<file path="src/rtl/rom_seq_reader.sv">
// rom_seq_reader: walks the one-hot ROM words in order and streams each captured byte with a running checksum
module rom_seq_reader #(
  parameter int NUM_WORDS = 8,
  parameter int DATA_W    = 8,
  parameter int READ_LAT  = 1
) (
  input  logic              i_clk,
  input  logic              i_rst_n,
  input  logic              i_start,
  output logic              o_busy,
  output logic              o_done,
  output logic              o_rom_en,
  output logic [7:0]        o_rom_addr,
  input  logic [DATA_W-1:0] i_rom_data,
  output logic [DATA_W-1:0] o_data,
  output logic              o_valid,
  input  logic              i_ready,
  output logic [DATA_W-1:0] o_checksum,
  output logic [2:0]        o_idx
);
  typedef enum logic [2:0] {IDLE, ISSUE, WAIT, HOLD, DONE} state_t;
  state_t state, nxt;
  logic [2:0] lat_cnt, idx_nxt;
  logic lat_done;
  assign lat_done = lat_cnt == 3'(READ_LAT - 1);
  assign o_busy   = state != IDLE;
  assign o_done   = state == DONE;
  assign o_valid  = state == HOLD;
  always_comb begin
    nxt = state;
    idx_nxt = o_idx;
    case (state)
      IDLE: if (i_start) begin
        nxt = ISSUE;
        idx_nxt = '0;
      end
      ISSUE: nxt = WAIT;
      WAIT: nxt = lat_done ? HOLD : WAIT;
      HOLD: if (i_ready) begin
        nxt = (o_idx == 3'(NUM_WORDS - 1)) ? DONE : ISSUE;
        idx_nxt = (o_idx == 3'(NUM_WORDS - 1)) ? o_idx : o_idx + 3'd1;
      end
      default: nxt = IDLE;
    endcase
  end
  // ROM strobes are registered from the next state so they rise together with ISSUE
  always_ff @(posedge i_clk or negedge i_rst_n) begin
    if (!i_rst_n) begin
      state      <= IDLE;
      o_idx      <= '0;
      lat_cnt    <= '0;
      o_rom_en   <= 1'b0;
      o_rom_addr <= '0;
      o_data     <= '0;
      o_checksum <= '0;
    end else begin
      state      <= nxt;
      o_idx      <= idx_nxt;
      lat_cnt    <= (state == WAIT && !lat_done) ? lat_cnt + 3'd1 : 3'd0;
      o_rom_en   <= nxt == ISSUE;
      o_rom_addr <= (nxt == ISSUE) ? 8'(1) << idx_nxt : 8'd0;
      if (state == IDLE && i_start)
        o_checksum <= '0;
      if (state == WAIT && lat_done) begin
        o_data     <= i_rom_data;
        o_checksum <= o_checksum + i_rom_data;
      end
    end
  end
endmodule

</file>
<file path="config.mk">
export PLATFORM = sky130hd
export DESIGN_NAME = rom_seq_reader
export DESIGN_NICKNAME = d
export VERILOG_FILES = /design/src/rtl/rom_seq_reader.sv
export SDC_FILE = /design/constraint.sdc
export NUM_CORES = 1
export LEC_CHECK = 0
export CAP_MARGIN = 20
export CELL_PAD_IN_SITES_DETAIL_PLACEMENT = 1
export CELL_PAD_IN_SITES_GLOBAL_PLACEMENT = 1
export CORE_MARGIN = 2
export CORE_UTILIZATION = 45
export DETAILED_ROUTE_END_ITERATION = 7
export DONT_BUFFER_PORTS = 1
export PLACE_DENSITY_LB_ADDON = 0.1
export SYNTH_ARGS = -nofsm -noshare
export SYNTH_HDL_FRONTEND = slang
export SYNTH_SLANG_ARGS = --single-unit
</file>
<file path="constraint.sdc">
create_clock -name i_clk -period 4.2 [get_ports i_clk]
set_input_delay 0.63 -clock i_clk [delete_from_list [all_inputs] [get_ports i_clk]]
set_output_delay 0.63 -clock i_clk [all_outputs]
set_load 0.02 [all_outputs]
</file>
==> metrics.md <==
| Metric | Value |
|---|---|
| Outcome | finished clean |
| Post-synth EDFFs | 0 |
| Synth warn | 0 |
| I/O Buffers | 0 |
| Vias per Instance | 5.582 |
| Die Area | 4176 um^2 |
| First-pass GRT wire length | 6.085 mm |
| DR iter-0 viols | 35 |
| Nets | 183 |
| Deepest clock path buffer count | 2 |
| Num rows | 22 |
| CP max-delay cell | dfrtp_1 |
| Lkg Pwr | 0.8466 nW |
| Fillers | 409 |
| Critical path's top delay family | adder cells |
| WL/cell | 16.95 um |
| DR pass1 iterations | 4 |
| R2r setup slk | 2.12 ns |
| ANT cells | 0 |
| Clock Skew | 0.006907 ns |
| Skew-Pair Late Insertion Delay | 0.28 ns |
| Share of cells above drive strength 1 | 0.1313 |
| Clk slew on worst S/H paths | 0.07 ns |
| Syn_area_per_cell | 10.60 um^2 |
| Core Box Area | 3606 um^2 |
| CTS buffer count | 5 |
| H-tree depth | 2 |
| CP arrival | 2.25 ns |
| Final Hold Viols | 0 |
| Initial antenna violation count | 0 |
| Fin. max-slew vios | 0 |
| Hold bufs inserted after CTS | 0 |
| Final Setup Violations | 0 |
| Clock root buffer | clkbuf_8 |
| Cells after Synth | 156 |
| Yosys cell types | 40 |
| Routed vias | 1,161 |
| # DRC | 0 |
| Sequential-to-total area share from yosys stat | 0.5144 |
| Initial Utilization | 0.4587 |
| R2r endpoint | o_checksum[6] |
| Post-CTS setup buffers | 0 |
| CP max stage delay | 0.48 ns |
| Die width | 64.63 um |
| Worst slew margin relative to its limit | 0.5147 |
| R2R cell count | 7 |
| Most frequent CP cell | a21o_1 |
| Setup TNS | 0 ns |
| Total track usage | 0.1918 |
| Hold WS | 0.03539 ns |
| Worst Path Required | 4.36 ns |
| Worst path buffer plus inverter count | 0 |
| Top_reg_cell synth | dfrtp_1 |
| Async set-reset flop share out of synthesis | 1.000 |
| Worst slew pin tran | 0.7259 ns |
| Crit path kind | register to register |
| CP Capture Type | register |
| I/O Pins | 43 |
| Max-Cap Viols | 0 |
| TritonCTS clock tree | yes |
| Nature of the critical path startpoint | register |
| Syn Nets | 179 |
| Max Freq | 480.3 MHz |
| Placer Congestion | 0.7708 |
| RSZ-0062 raised after global routing | false |
| Min Tclk post-route | 2.082 ns |
| Power Dens Cells | 818.2 nW/um^2 |
| Detailed placer's ending HPWL | 2.634 mm |
| Grt ovf | 0 |
| R2r startpoint | o_checksum[0] |
| CP Cell Sequence | ha_1, fa_1, a21o_1, a21o_1, a21oi_1, mux2i_1, nand2_1 |
| Post-route ant nets | 0 |
| Post-Syn Area | 1654 um^2 |
| Die Y | 64.63 um |
| Yosys reg bits | 34 |
| Max Fanout on Critical Path | 3 |
| Largest net degree at the start of global routing | 35 |
| Vias in the first global route | 1,303 |
| Post-Route WL | 3.526 mm |
| # resized after CTS | 0 |
| Clk sink count | 34 |
| Synth-to-Final Area Change | 7.111% |
| Worst VDD drop | 307.2 uV |
| HP Class | input pin to async pin |
| Final cycle utilization of the critical path | 0.4957 |
## flip-flops by register name, indices dropped and copies added (netlist names)
| name | count |
|---|---|
| o_rom_en | 1 |
| o_idx | 3 |
| state | 3 |
| o_rom_addr | 8 |
| lat_cnt | 3 |
| o_data | 8 |
| o_checksum | 8 |
## how the worst max path moves through the flow
stage / start / end / slack (ns) / cells after the start
3_5_place_dp: i_rom_data[0] / o_checksum[6] / 1.99 / 7
6_report: o_checksum[0] / o_checksum[6] / 2.12 / 7
5_1_grt: lat_cnt[0] / o_checksum[6] / 1.90 / 7
3_3_place_gp: i_rom_data[0] / o_checksum[6] / 2.06 / 7
4_1_cts: o_checksum[0] / o_checksum[6] / 2.11 / 7
2_1_floorplan: i_rom_data[0] / o_checksum[6] / 2.11 / 7
## report_power, final
| part | internal (mW) | switching (mW) | total (mW) |
|---|---|---|---|
| registers | 0.443 | 0.252 | 0.695 |
| clock network | 0.111 | 0.112 | 0.223 |
| logic | 0.217 | 0.315 | 0.531 |
## cells by family after synthesis
logic type	Yosys count	share of synthesized area
and+or+nand+nor	71	0.2322
DFF	34	0.5144
AOI/OAI and AO/OA	25	0.09834
adders and majority gates	11	0.08775
buffers and inverters	7	0.02193
xor gates and xnor gates	4	0.02118
muxes	4	0.02421
## cell type report
cell class                      count  area (um^2)  share of cell area
Clock buffer                        5        68.82             0.03884
Clock inverter                      2        10.01            0.005650
Inverter                            4        15.01            0.008475
Multi-Input combinational cell    115        767.0              0.4329
Sequential cell                    34        850.8              0.4802
Tap cell                           48        60.06             0.03390
## synth_stat cells (2+ instances only)
| cell type | instances | area (um^2) |
|---|---|---|
| dfrtp_1 | 34 | 850.8 |
| o21ai_1 | 5 | 25.02 |
| nor3b_1 | 5 | 37.54 |
| buf_2 | 2 | 10.01 |
| inv_1 | 3 | 11.26 |
| nor4_2 | 2 | 25.02 |
| nor2_1 | 6 | 22.52 |
| nand3_1 | 7 | 35.03 |
| a22o_1 | 2 | 17.52 |
| a21oi_1 | 5 | 25.02 |
| a21o_1 | 4 | 30.03 |
| nand2_1 | 35 | 131.4 |
| nor3_2 | 4 | 40.04 |
| xnor2_1 | 3 | 26.28 |
| a31oi_1 | 2 | 12.51 |
| ha_1 | 10 | 125.1 |
| mux2i_1 | 4 | 40.04 |
## layer usage
| metal | track usage | routed length (um) | vias to the layer above |
|---|---|---|---|
| met5 | 0 | 0 | - |
| met4 | 0.05053 | 33 | 0 |
| met3 | 0.07639 | 244 | 4 |
| met2 | 0.3490 | 1844 | 33 |
| met1 | 0.2061 | 1404 | 583 |
| li1 | - | - | 541 |
## stage by stage
step / instance area, um^2 / setup slack [ns] / instances / power (mW) / util
floorplan: 1654 / 2.106 / 156 / 1.121 / -
detailed placement: 1693 / 1.993 / 201 / 1.239 / 0.4695
CTS: 1772 / 2.111 / 208 / 1.468 / 0.4913
global placement: 1693 / 2.057 / 201 / 1.206 / 0.4695
finish: 1772 / 2.118 / 208 / 1.450 / 0.4913
global route: 1772 / 1.897 / 208 / 1.575 / 0.4913
## placed cells by master, fill, tap and decap left out, types with 2 or more instances in the layout
cell type and instances:
a22o_1 2, inv_1 3, a21oi_1 5, dfrtp_1 34, nor3_2 4, clkinv_2 2
o21ai_1 5, xnor2_1 3, mux2i_1 4, clkbuf_8 5, ha_1 10, a31oi_1 2
nand3_1 7, nor2_1 6, nand2_1 35, a21o_1 4, nor3b_1 5, nor4_2 2
(Power assumes the default switching activity.)
